<file path="src/rtl/decode_pkg.sv">
// Shared decode types: opcode constants, opcode class enum and decoded-record struct.
package decode_pkg;

    localparam logic [6:0] OPC_OP     = 7'b0110011;
    localparam logic [6:0] OPC_OP_IMM = 7'b0010011;
    localparam logic [6:0] OPC_LOAD   = 7'b0000011;
    localparam logic [6:0] OPC_STORE  = 7'b0100011;
    localparam logic [6:0] OPC_BRANCH = 7'b1100011;
    localparam logic [6:0] OPC_JAL    = 7'b1101111;
    localparam logic [6:0] OPC_JALR   = 7'b1100111;
    localparam logic [6:0] OPC_LUI    = 7'b0110111;
    localparam logic [6:0] OPC_AUIPC  = 7'b0010111;

    typedef enum logic [3:0] {
        CLS_OP      = 4'd0,
        CLS_OP_IMM  = 4'd1,
        CLS_LOAD    = 4'd2,
        CLS_STORE   = 4'd3,
        CLS_BRANCH  = 4'd4,
        CLS_JAL     = 4'd5,
        CLS_JALR    = 4'd6,
        CLS_LUI     = 4'd7,
        CLS_AUIPC   = 4'd8,
        CLS_ILLEGAL = 4'd15
    } opclass_e;

    // XLEN-wide pc/immediate are kept outside the struct so it stays width-independent
    typedef struct packed {
        opclass_e   cls;
        logic [4:0] rd;
        logic [4:0] rs1;
        logic [4:0] rs2;
        logic [2:0] funct3;
        logic [6:0] funct7;
        logic       illegal;
    } dec_rec_t;

    function automatic opclass_e classify(input logic [6:0] opc);
        case (opc)
            OPC_OP:     return CLS_OP;
            OPC_OP_IMM: return CLS_OP_IMM;
            OPC_LOAD:   return CLS_LOAD;
            OPC_STORE:  return CLS_STORE;
            OPC_BRANCH: return CLS_BRANCH;
            OPC_JAL:    return CLS_JAL;
            OPC_JALR:   return CLS_JALR;
            OPC_LUI:    return CLS_LUI;
            OPC_AUIPC:  return CLS_AUIPC;
            default:    return CLS_ILLEGAL;
        endcase
    endfunction

endpackage

</file>
<file path="src/rtl/decode_stage_if.sv">
// Fetch-side and execute-side handshake bundle of the decode stage.
interface decode_stage_if #(parameter int XLEN = 32);
    import decode_pkg::*;

    logic            in_valid;
    logic            in_ready;
    logic [31:0]     in_instr;
    logic [XLEN-1:0] in_pc;

    logic            out_valid;
    logic            out_ready;
    logic [XLEN-1:0] out_pc;
    logic [4:0]      out_rd;
    logic [4:0]      out_rs1;
    logic [4:0]      out_rs2;
    logic [2:0]      out_funct3;
    logic [6:0]      out_funct7;
    logic [XLEN-1:0] out_imm;
    opclass_e        out_class;
    logic            out_illegal;

    modport master (
        output in_valid, in_instr, in_pc, out_ready,
        input  in_ready, out_valid, out_pc, out_rd, out_rs1, out_rs2,
               out_funct3, out_funct7, out_imm, out_class, out_illegal
    );

    modport slave (
        input  in_valid, in_instr, in_pc, out_ready,
        output in_ready, out_valid, out_pc, out_rd, out_rs1, out_rs2,
               out_funct3, out_funct7, out_imm, out_class, out_illegal
    );
endinterface

</file>
<file path="src/rtl/instr_fields.sv">
// Combinational field, class and sign-extended immediate extraction for one instruction.
module instr_fields #(
    parameter int XLEN = 32
) (
    input  logic [31:0]          instr_i,
    output decode_pkg::dec_rec_t rec_o,
    output logic [XLEN-1:0]      imm_o
);
    import decode_pkg::*;

    opclass_e          cls;
    logic              f7_ok;
    logic signed [31:0] imm32;

    always_comb begin
        cls   = classify(instr_i[6:0]);
        f7_ok = (instr_i[31:25] == 7'b0000000) || (instr_i[31:25] == 7'b0100000);
        imm32 = '0;
        // Every format fits in 32 bits with instr[31] as its sign bit
        case (cls)
            CLS_OP_IMM, CLS_LOAD, CLS_JALR:
                imm32 = {{20{instr_i[31]}}, instr_i[31:20]};
            CLS_STORE:
                imm32 = {{20{instr_i[31]}}, instr_i[31:25], instr_i[11:7]};
            CLS_BRANCH:
                imm32 = {{19{instr_i[31]}}, instr_i[31], instr_i[7], instr_i[30:25],
                         instr_i[11:8], 1'b0};
            CLS_JAL:
                imm32 = {{11{instr_i[31]}}, instr_i[31], instr_i[19:12], instr_i[20],
                         instr_i[30:21], 1'b0};
            CLS_LUI, CLS_AUIPC:
                imm32 = {instr_i[31:12], 12'b0};
            default:
                imm32 = '0;
        endcase

        rec_o         = '0;
        rec_o.cls     = cls;
        rec_o.rd      = instr_i[11:7];
        rec_o.rs1     = instr_i[19:15];
        rec_o.rs2     = instr_i[24:20];
        rec_o.funct3  = instr_i[14:12];
        rec_o.funct7  = instr_i[31:25];
        rec_o.illegal = (instr_i[1:0] != 2'b11) || (cls == CLS_ILLEGAL) ||
                        ((cls == CLS_OP) && !f7_ok);
    end

    assign imm_o = XLEN'(imm32);

endmodule

</file>
<file path="src/rtl/decode_stage.sv">
// Decode stage: decodes each fetched instruction and queues the record in a DEPTH-entry FIFO.
// Accept-to-out_valid latency is one cycle; in_ready drops whenever the queue is full.
module decode_stage #(
    parameter int XLEN  = 32,
    parameter int DEPTH = 2
) (
    input  logic          clk,
    input  logic          rst_n,
    input  logic          flush,
    decode_stage_if.slave bus,
    output logic [15:0]   illegal_count
);
    import decode_pkg::*;

    localparam int PTRW = $clog2(DEPTH);
    localparam int CNTW = $clog2(DEPTH + 1);

    dec_rec_t        rec_new;
    logic [XLEN-1:0] imm_new;

    dec_rec_t        rec_mem [DEPTH];
    logic [XLEN-1:0] pc_mem  [DEPTH];
    logic [XLEN-1:0] imm_mem [DEPTH];

    logic [PTRW-1:0] wr_ptr_q, wr_ptr_d;
    logic [PTRW-1:0] rd_ptr_q, rd_ptr_d;
    logic [CNTW-1:0] occ_q, occ_d;
    logic [15:0]     icnt_q, icnt_d;
    logic            push, pop;
    dec_rec_t        head;

    instr_fields #(.XLEN(XLEN)) u_fields (
        .instr_i (bus.in_instr),
        .rec_o   (rec_new),
        .imm_o   (imm_new)
    );

    // Readiness depends only on registered occupancy: a same-cycle pop never frees a full queue
    assign bus.in_ready  = (occ_q < CNTW'(DEPTH));
    assign bus.out_valid = (occ_q != '0);
    assign push          = bus.in_valid && bus.in_ready && !flush;
    assign pop           = bus.out_valid && bus.out_ready;

    always_comb begin
        wr_ptr_d = wr_ptr_q;
        rd_ptr_d = rd_ptr_q;
        occ_d    = occ_q;
        icnt_d   = icnt_q;
        if (push && rec_new.illegal && (icnt_q != 16'hFFFF)) begin
            icnt_d = icnt_q + 16'd1;
        end
        if (flush) begin
            wr_ptr_d = '0;
            rd_ptr_d = '0;
            occ_d    = '0;
        end else begin
            if (push) wr_ptr_d = wr_ptr_q + PTRW'(1);
            if (pop)  rd_ptr_d = rd_ptr_q + PTRW'(1);
            occ_d = occ_q + CNTW'(push) - CNTW'(pop);
        end
    end

    always_ff @(posedge clk or negedge rst_n) begin
        if (!rst_n) begin
            wr_ptr_q <= '0;
            rd_ptr_q <= '0;
            occ_q    <= '0;
            icnt_q   <= '0;
        end else begin
            wr_ptr_q <= wr_ptr_d;
            rd_ptr_q <= rd_ptr_d;
            occ_q    <= occ_d;
            icnt_q   <= icnt_d;
        end
    end

    // Payload storage is intentionally left unreset; occupancy alone gates visibility
    always_ff @(posedge clk) begin
        if (push) begin
            rec_mem[wr_ptr_q] <= rec_new;
            pc_mem[wr_ptr_q]  <= bus.in_pc;
            imm_mem[wr_ptr_q] <= imm_new;
        end
    end

    assign head           = rec_mem[rd_ptr_q];
    assign bus.out_pc      = pc_mem[rd_ptr_q];
    assign bus.out_imm     = imm_mem[rd_ptr_q];
    assign bus.out_rd      = head.rd;
    assign bus.out_rs1     = head.rs1;
    assign bus.out_rs2     = head.rs2;
    assign bus.out_funct3  = head.funct3;
    assign bus.out_funct7  = head.funct7;
    assign bus.out_class   = head.cls;
    assign bus.out_illegal = head.illegal;
    assign illegal_count   = icnt_q;

endmodule

</file>
<file path="src/flat_wrapper.sv">
// flat-port wrapper written by rule: the top's interface ports become plain ports
module decode_stage_flat import decode_pkg::*;
#(
    parameter int XLEN  = 32,
    parameter int DEPTH = 2
)
  (clk, rst_n, flush, illegal_count, bus_in_valid, bus_in_instr, bus_in_pc, bus_out_ready, bus_in_ready, bus_out_valid, bus_out_pc, bus_out_rd, bus_out_rs1, bus_out_rs2, bus_out_funct3, bus_out_funct7, bus_out_imm, bus_out_class, bus_out_illegal);
  decode_stage_if #(.XLEN(XLEN)) bus_i ();
  input  logic clk;
  input  logic rst_n;
  input  logic flush;
  output logic [15:0] illegal_count;
  input wire logic [$bits(bus_i.in_valid)-1:0] bus_in_valid;
  input wire logic [$bits(bus_i.in_instr)-1:0] bus_in_instr;
  input wire logic [$bits(bus_i.in_pc)-1:0] bus_in_pc;
  input wire logic [$bits(bus_i.out_ready)-1:0] bus_out_ready;
  output wire logic [$bits(bus_i.in_ready)-1:0] bus_in_ready;
  output wire logic [$bits(bus_i.out_valid)-1:0] bus_out_valid;
  output wire logic [$bits(bus_i.out_pc)-1:0] bus_out_pc;
  output wire logic [$bits(bus_i.out_rd)-1:0] bus_out_rd;
  output wire logic [$bits(bus_i.out_rs1)-1:0] bus_out_rs1;
  output wire logic [$bits(bus_i.out_rs2)-1:0] bus_out_rs2;
  output wire logic [$bits(bus_i.out_funct3)-1:0] bus_out_funct3;
  output wire logic [$bits(bus_i.out_funct7)-1:0] bus_out_funct7;
  output wire logic [$bits(bus_i.out_imm)-1:0] bus_out_imm;
  output wire logic [$bits(bus_i.out_class)-1:0] bus_out_class;
  output wire logic [$bits(bus_i.out_illegal)-1:0] bus_out_illegal;
  assign bus_i.in_valid = bus_in_valid;
  assign bus_i.in_instr = bus_in_instr;
  assign bus_i.in_pc = bus_in_pc;
  assign bus_i.out_ready = bus_out_ready;
  assign bus_in_ready = bus_i.in_ready;
  assign bus_out_valid = bus_i.out_valid;
  assign bus_out_pc = bus_i.out_pc;
  assign bus_out_rd = bus_i.out_rd;
  assign bus_out_rs1 = bus_i.out_rs1;
  assign bus_out_rs2 = bus_i.out_rs2;
  assign bus_out_funct3 = bus_i.out_funct3;
  assign bus_out_funct7 = bus_i.out_funct7;
  assign bus_out_imm = bus_i.out_imm;
  assign bus_out_class = bus_i.out_class;
  assign bus_out_illegal = bus_i.out_illegal;
  decode_stage #(.XLEN(XLEN), .DEPTH(DEPTH)) u_core (.clk(clk), .rst_n(rst_n), .flush(flush), .bus(bus_i), .illegal_count(illegal_count));
endmodule
</file>
<file path="config.mk">
export PLATFORM = sky130hd
export DESIGN_NAME = decode_stage_flat
export DESIGN_NICKNAME = d
export VERILOG_FILES = /design/src/rtl/decode_pkg.sv /design/src/rtl/decode_stage_if.sv /design/src/rtl/instr_fields.sv /design/src/rtl/decode_stage.sv /design/src/flat_wrapper.sv
export SDC_FILE = /design/constraint.sdc
export NUM_CORES = 1
export LEC_CHECK = 0
export ABC_AREA = 0
export BUFFER_PORTS_ARGS = -buffer_cell sky130_fd_sc_hd__buf_2
export CORE_MARGIN = 1
export CORE_UTILIZATION = 45
export DETAILED_ROUTE_END_ITERATION = 16
export PLACE_DENSITY = 0.74
export SLEW_MARGIN = 20
export SYNTH_ARGS = -nofsm -noshare
export SYNTH_HDL_FRONTEND = slang
export SYNTH_SLANG_ARGS = --single-unit
export TNS_END_PERCENT = 1
</file>
<file path="constraint.sdc">
create_clock -name clk -period 6.3 [get_ports clk]
set_input_delay 0.63 -clock clk [delete_from_list [all_inputs] [get_ports clk]]
set_output_delay 0.63 -clock clk [all_outputs]
set_load 0.02 [all_outputs]
</file>
Yosys cells after proc, flatten, opt, wreduce, memory -nomap -nowiden
Memories as Yosys holds them, arrays and structs flattened.
Index checks and enable logic that the tools add are counted.
W data, S select, Z words.

word-level totals
  bits in registers = 20
  memory bits (writable) = 188
  bits of input ports = 69
  output and inout bits = 112
  logic and storage cells = 61
  memories kept = 3

operators by class
  $add $sub $neg = 5
  $lt $le $gt $ge = 1
  equality and inequality tests = 21
  mux-type cells = 9
  reductions and logical operators = 18

memories
  memory          words  bits a word  rd ports  clocked after Yosys merged registers in  write ports  line                source
  u_core.imm_mem  2      32           1         0                                        1            decode_stage.sv:23  logic [XLEN-1:0] imm_mem [DEPTH];
  u_core.pc_mem   2      32           1         0                                        1            decode_stage.sv:22  logic [XLEN-1:0] pc_mem [DEPTH];
  u_core.rec_mem  2      30           1         0                                        1            decode_stage.sv:21  dec_rec_t rec_mem [DEPTH];

operators by type and width
  kind                     count
  $pmux W32 S5             1
  $pmux W4 S9              1
  $eq A7 B6 Y1 const B     4
  $eq A7 B7 Y1 const B     3
  $add A16 B1 Y16 const B  1
  $eq A4 B3 Y1 const B     4
  $ne A16 B16 Y1 const B   1
  $eq A7 B5 Y1 const B     2
  $eq A4 B2 Y1 const B     2
  $eq A4 B4 Y1 const B     2
  $eq A7 B2 Y1 const B     1
  $logic_not A7 Y1         1
  $logic_and A1 B1 Y1      6
  $mux W1                  6
  $reduce_bool A2 Y1       3
  $eq A4 B1 Y1 const B     1
  $logic_not A4 Y1         1
  $logic_or A1 B1 Y1       3
  $reduce_or A3 Y1         1
  $add A1 B1 Y1 const B    2
  $add A2 B1 Y2            1
  $logic_not A1 Y1         2
  $lt A2 B2 Y1 const B     1
  $mux W2                  1
  other kinds (3)          3

Depth between registers and ports, before layout
Gate-level depths: netlist (run 1).

  word-level depth = 7
  gate-level depth with buffers = 9

Modules after synthesis
Synthesis (run 1) repeated with hierarchy kept, for this count alone.

second synthesis, totals
  cell total of the unflattened synthesis = 516
  area total of the unflattened synthesis = 8,639.5 µm²

by module, submodules not included
  module        times used  cells each  area an instance (µm²)
  decode_stage  1           392         7,777.5
  instr_fields  1           124         862.1

Least setup slack after synthesis (run 1)
OpenSTA, ideal clock, no wires.

  path kind = input to register
  from = input bus_in_valid
  to = memory u_core.imm_mem[0][0], enable pin
  library setup time = 548 ps
  arrival = 5,295 ps
  data required time = 5,752 ps
  slack = 457 ps
  stages = 5
  path buffers = 2
  cells stage by stage = nor2b_1 -> nand2b_1 -> clkbuf_1 -> clkbuf_1 -> nor2_1

on the way
  longest elaborated chain between the ends = 4

RTL lines
  element                            line                source
  from (decl)                        flat_wrapper.sv:13  input wire logic [$bits(bus_i.in_valid)-1:0] bus_in_valid;
  $logic_and A1 B1 Y1 (2 in series)  decode_stage.sv:41  assign push = bus.in_valid && bus.in_ready && !flush;
  $mux W1                            decode_stage.sv:79  if (push) begin
  $mux W1 (not written as such)      decode_stage.sv:82  imm_mem[wr_ptr_q] <= imm_new;
  to (decl)                          decode_stage.sv:23

No other way between the ends.

Final worst setup path (run 1)
  from = register u_core.rd_ptr_q
  to = output bus_out_imm[28]

on the way
  longest elaborated chain between the ends = 1

RTL lines
  element                 line                source
  from (decl)             decode_stage.sv:26  logic [PTRW-1:0] rd_ptr_q, rd_ptr_d;
  from (signal assigned)  decode_stage.sv:71  rd_ptr_q <= rd_ptr_d;
  $mem_v2 Z2 W32          n/a
  to (decl)               flat_wrapper.sv:25  output wire logic [$bits(bus_i.out_imm)-1:0] bus_out_imm;

No other way between the ends.

==> metrics.yaml, run 1 <==
p_int_w: 0.002826
r2r_end: "u_core.rec_mem[0][24]"
grt_pass1_vias: 5008
required_ns: 5.67
wirelength_mm: 17.23
post_cts.repair.setup_buffers: 0
pin_count: 181
grt_use_total_pct: 17.64
status: "complete, no violations"
die_x_microns: 139.3
relSlewSlack_pct: 30.84
grt_overflow_total: 0
ctsResizeCount: 0
power_density_nw_per_um2: 381.3
avgSynthCellArea_sq_um: 17.18
cts.sinks: 208
vias: 4910
gp_congestion: 0.8729
nets: 752
r2r_cells: 4
power_frac_clock_pct: 33.6
dieArea_sq_um: 19410
yosys_warnings: 0
drt-vias-per-instance: 5.302
power.leakage_nw: 4.018
cts_tree: "built"
cts_hold_buf: 0
maxCapViolCount: 0
sequentialPowerShare_pct: 43.4
drc: 0
setup_viol: 0
layout-drive-gt1-share_pct: 46.70
end_kind: "primary output"
power.total_w: 0.003955
antenna_left: 0
cts_buffer_depth: 3
instances_no_fill: 926
p_sw_w: 0.001129
placedCellCount: 885
drt_pass1_iterations: 4
nFillCells: 1463
antenna_found_initial: 2
start_util_pct: 46.60
skew_ns: 0.01166
clk_pin_slew_ns: 0.06
drv_slew: 0
port_buffers: 180
hpwl_mm: 11.61
synthFlopType: "edfxtp_1"
criticalPathCategory: "reg2out"
hold_class: "in2async"
synth_area_leaders: "edfxtp_1, mux2_2, dfrtp_1, a21o_1, xor2_1"
ir_worst_vdd_v: 0.0002550
reg2reg_from: "u_core.occ_q[1]"
insertion_delay_ns: 0.50
area_delta_synth_final_pct: 22.23
synth_top_area_share_pct: 66.53
ctsHtreeMaxLevel: 1
fin_tns_setup_ns: 0
worstPathMaxFanout: 76
syn-num-nets: 566
fin_crit_sh_pct: 51.26
die_h_microns: 139.3
pwr-share-comb_pct: 23.0
root_buffer: "clkbuf_16"
core_sq_um: 18210
async_reset_ff_share_pct: 9.615
synth_edf_count: 188
worst_slew_pin_slew_ns: 1.035
r2r_setup_slack_ns: 3.23
fin_crit_ns: 3.229
yosysSeqAreaShare_pct: 72.43
synth.cell_area_sq_um: 8486
setup.worst_path.start_class: "flop"
hold_viol_final: 0
wire_per_inst_microns: 18.61
synth_cells: 494
cts_made_buffers: 22
grt_max_degree: 77
synthTopCellsByCount: "edfxtp_1, mux2_2, a21o_1, dfrtp_1, nand2_1"
num_rows: 49
drt_iter0_markers: 233
yosysTopAreaCell: "edfxtp_1"
worstPathArrival_ns: 2.60
synth.most_common_cell: "edfxtp_1"
ys_types: 50
fmax_ghz: 0.3097
rsz0062_at_grt: "false"
grt_pass1_wl_mm: 26.90
switching_share_pct: 28.55
synth_seq_cells: 208
## layout by cell type (no fill, tap or decap), types with 3 or more instances in the layout
master	instances
edfxtp_1	188
buf_2	180
mux2_2	94
clkbuf_16	22
a21o_1	20
dfrtp_1	19
nand2_1	16
nor2_1	13
xor2_1	13
and2_1	10
inv_1	8
o21ai_0	8
nor3_1	7
nand4_1	7
nor2b_1	6
nand3_1	6
xnor2_1	5
clkbuf_1	5
a22o_1	4
nor4_2	4
bufinv_16	4
clkinv_1	4
buf_4	4
nand2b_1	3
nor4_1	3
ha_1	3
## through the flow
stage | setup slack, ns | hold WS [ns] | instance area (sq um) | util (%)
detailed placement | 2.825 | 0.4771 | 9617 | 52.81
global placement | 2.934 | 0.4679 | 9617 | 52.81
global route | 2.941 | 0.1008 | 10370 | 56.95
floorplan | 0.4574 | 0.3344 | 8486 | -
CTS | 3.027 | 0.06888 | 10370 | 56.95
finish | 3.071 | 0.07085 | 10370 | 56.96
## worst max-delay path, stage by stage, from the launching register on
cell and delay [ns]:
dfrtp_4 0.60, buf_4 0.79, mux2_2 0.45, buf_2 0.17
## registers in the layout, indices dropped and copies added, names as in the netlist
name,count
u_core.pc_mem,64
u_core.rec_mem,60
u_core.wr_ptr_q,1
u_core.imm_mem,64
u_core.occ_q,2
u_core.illegal_count,16
u_core.rd_ptr_q,1
## worst max path at each step
stage / start / to
3_3_place_gp: bus_in_valid / u_core.pc_mem[0][12]
3_5_place_dp: bus_in_valid / u_core.pc_mem[0][12]
5_1_grt: u_core.rd_ptr_q / bus_out_imm[28]
4_1_cts: u_core.rd_ptr_q / bus_out_imm[20]
2_1_floorplan: bus_in_valid / u_core.imm_mem[0][0]
6_report: u_core.rd_ptr_q / bus_out_imm[28]
## power by group through the flow
stage	sequential [W]	combinational [W]	clock [W]
after floorplan	0.00176	0.000610	0
after global placement	0.00174	0.000904	0
after detailed placement	0.00175	0.000916	0
after CTS	0.00172	0.000923	0.00136
after global routing	0.00173	0.000970	0.00141
final	0.00172	0.000908	0.00133
## cell type report
class | count | area, sq um | share of cell area, %
multi-input cells | 256 | 2220 | 21.40
flip-flops and latches | 208 | 6150 | 59.29
diodes | 1 | 2.502 | 0.02413
repair buffers | 184 | 930.9 | 8.975
clock inverters | 12 | 170.2 | 1.641
clock buffers | 28 | 583.1 | 5.621
inverters | 8 | 30.03 | 0.2895
well taps | 229 | 286.5 | 2.762
## logic make-up after synthesis
kind of cell,share of synthesized area (%)
and+or+nand+nor,6.709
xor gates and xnor gates,1.858
muxes,12.74
AOI/OAI and AO/OA,4.291
DFF,72.43
buffers and inverters,1.534
adders and majority gates,0.4424
## metal layers
layer	wire length (microns)	share of wire [%]	vias to the layer above	GRT usage, %
met2	8219	48	198	29.12
met1	7308	42	2393	23.22
met3	1303	7.6	27	4.611
li1	-	-	2290	-
met5	12	0.070	-	0
met4	386	2.2	2	4.561
Power figures use the tool's default switching activity.
==> run 2: changes to the inputs <==
==> constraint.sdc (replaced) <==
create_clock -name clk -period 3.23 [get_ports clk]
set_input_delay 0.323 -clock clk [delete_from_list [all_inputs] [get_ports clk]]
set_output_delay 0.323 -clock clk [all_outputs]
set_load 0.02 [all_outputs]
==> metrics.yaml, run 2 (synthesis results as in run 1) <==
status: "complete, no violations"
drt_pass1_iterations: 4
num_rows: 49
r2r_end: "u_core.pc_mem[1][24]"
pin_count: 181
port_buffers: 180
switching_share_pct: 29.09
r2r_setup_slack_ns: 1.01
dpl_cell_area_sq_um: 9677
r2r_cells: 6
p_sw_w: 0.002241
hpwl_mm: 11.51
instances_no_fill: 964
insertion_delay_ns: 0.51
placedCellCount: 888
busiest_layer: "met2"
hp-start: "bus_in_pc[24]"
drv_slew: 0
die_h_microns: 139.3
p_int_w: 0.005463
antenna_left: 0
power_frac_clock_pct: 32.7
crit_family: "flip-flops"
fin_crit_sh_pct: 77.60
skew_ns: 0.01248
worstPathArrival_ns: 2.18
min_to: "u_core.pc_mem[1][24]"
hold_slack_ns: 0.01327
ir_worst_vdd_v: 0.0004424
place_ws_ns: 0.8279
core_sq_um: 18210
nets: 789
sequentialPowerShare_pct: 43.8
rsz0062_at_grt: "false"
dieArea_sq_um: 19410
grt_max_degree: 61
hold_viol_final: 0
maxCapViolCount: 0
layout-drive-gt1-share_pct: 44.82
final_common_cell: "edfxtp_1"
setup_viol: 0
power_density_nw_per_um2: 717.0
antenna_found_initial: 2
drc: 0
start_util_pct: 46.60
cts_buffer_depth: 3
grt_overflow_total: 0
grt_pass1_wl_mm: 28.03
drt-vias-per-instance: 5.263
grt_use_met3_pct: 5.643
setup.worst_path.start_class: "flop"
drt_iter0_markers: 288
crit_chain: "buf_4 > mux2_2 > buf_2"
pwr-share-comb_pct: 23.5
reg2reg_from: "u_core.occ_q[1]"
post_cts.repair.setup_buffers: 0
reg_top3: "u_core.imm_mem (64), u_core.pc_mem (64), u_core.rec_mem (60)"
criticalPathCategory: "reg2out"
wire_per_inst_microns: 18.70
fmax_ghz: 0.3989
setup_ws_ns: 0.7234
cp_num_buf_inv: 2
cp_slowest_cell: "dfrtp_4"
wirelength_mm: 18.02
cts.sinks: 208
slowest_delay_ns: 0.69
grt_pass1_vias: 5234
hold_class: "in2reg"
fin_crit_ns: 2.507
worstPathMaxFanout: 27
root_buffer: "clkbuf_16"
grt_util_met1_pct: 22.91
die_x_microns: 139.3
stdcell_area_sq_um: 10740
mostFrequentLayoutCells: "edfxtp_1, buf_2, mux2_2"
grt_use_total_pct: 18.35
power.leakage_nw: 4.170
hold_depth: 1
end_kind: "primary output"
cts_tree: "built"
cts_made_buffers: 23
relSlewSlack_pct: 42.27
worst_slew_pin_slew_ns: 0.8628
ctsHtreeMaxLevel: 1
ctsResizeCount: 0
gp_congestion: 0.8444
vias: 5074
clk_pin_slew_ns: 0.05
area_delta_synth_final_pct: 26.62
final_core_util_pct: 59.00
grt_use_met2_pct: 31.13
required_ns: 2.91
[run 2: cell types whose count changed in the layout (fill, tap and decap cells not counted), sizes merged]
| cell | delta |
|---|---|
| buf | +3 |
| bufinv | -2 |
| clkbuf | +4 |
| clkinv | -1 |
| clkinvlp | +1 |
| dlygate4sd3 | +33 |
[run 2: worst max path at each step]
stage,from,end,slack (ns),depth (start not counted)
after global routing,u_core.rd_ptr_q,bus_out_imm[7],0.61,3
after floorplan,u_core.occ_q[1],u_core.imm_mem[1][0],-0.61,6
after global placement,bus_in_instr[29],u_core.illegal_count[1],0.87,6
after CTS,u_core.rd_ptr_q,bus_out_imm[7],0.68,3
after detailed placement,bus_in_instr[29],u_core.illegal_count[1],0.83,6
final,u_core.rd_ptr_q,bus_out_imm[7],0.72,3
[run 2: through the flow]
step / power, W / TNS (ns)
3_5_place_dp: 0.005212 / 0
2_1_floorplan: 0.004603 / -56.89
3_3_place_gp: 0.005170 / 0
5_1_grt: 0.008027 / 0
6_report: 0.007704 / 0
4_1_cts: 0.007778 / 0
[run 2: layout make-up]
class                   count  area, sq um
clock buffers              32        619.3
multi-input cells         256         2220
fillers                  1389         7465
inverters                   8        30.03
well taps                 229        286.5
diodes                      1        2.502
clock inverters            10        115.1
flip-flops and latches    208         6150
repair buffers            220         1321
[run 2: worst register-to-register path, stage by stage (launching register included)]
cell      delay, ns
dfrtp_1        0.38
nor2b_1        0.18
nand2b_1       0.14
buf_4          0.23
inv_1          0.10
and2_4         0.56
buf_12         0.30
[run 2: per-layer routing]
layer	vias up	wire length, microns
met4	2	292
met2	198	8692
met3	25	1534
met1	2503	7494
met5	-	10
li1	2346	-
[run 2: power by group through the flow]
| stage | Clock (W) | Combinational, W | Sequential [W] |
|---|---|---|---|
| after global routing | 0.00269 | 0.00193 | 0.00340 |
| after CTS | 0.00258 | 0.00183 | 0.00337 |
| after detailed placement | 0 | 0.00178 | 0.00343 |
| after floorplan | 0 | 0.00119 | 0.00341 |
| final | 0.00252 | 0.00181 | 0.00337 |
| after global placement | 0 | 0.00176 | 0.00341 |
[run 2: timing repair]
action | CTS | global route
setup endpoints to repair | 0 | 0
hold buffers | 32 | 1
hold endpoints to repair | 80 | 2
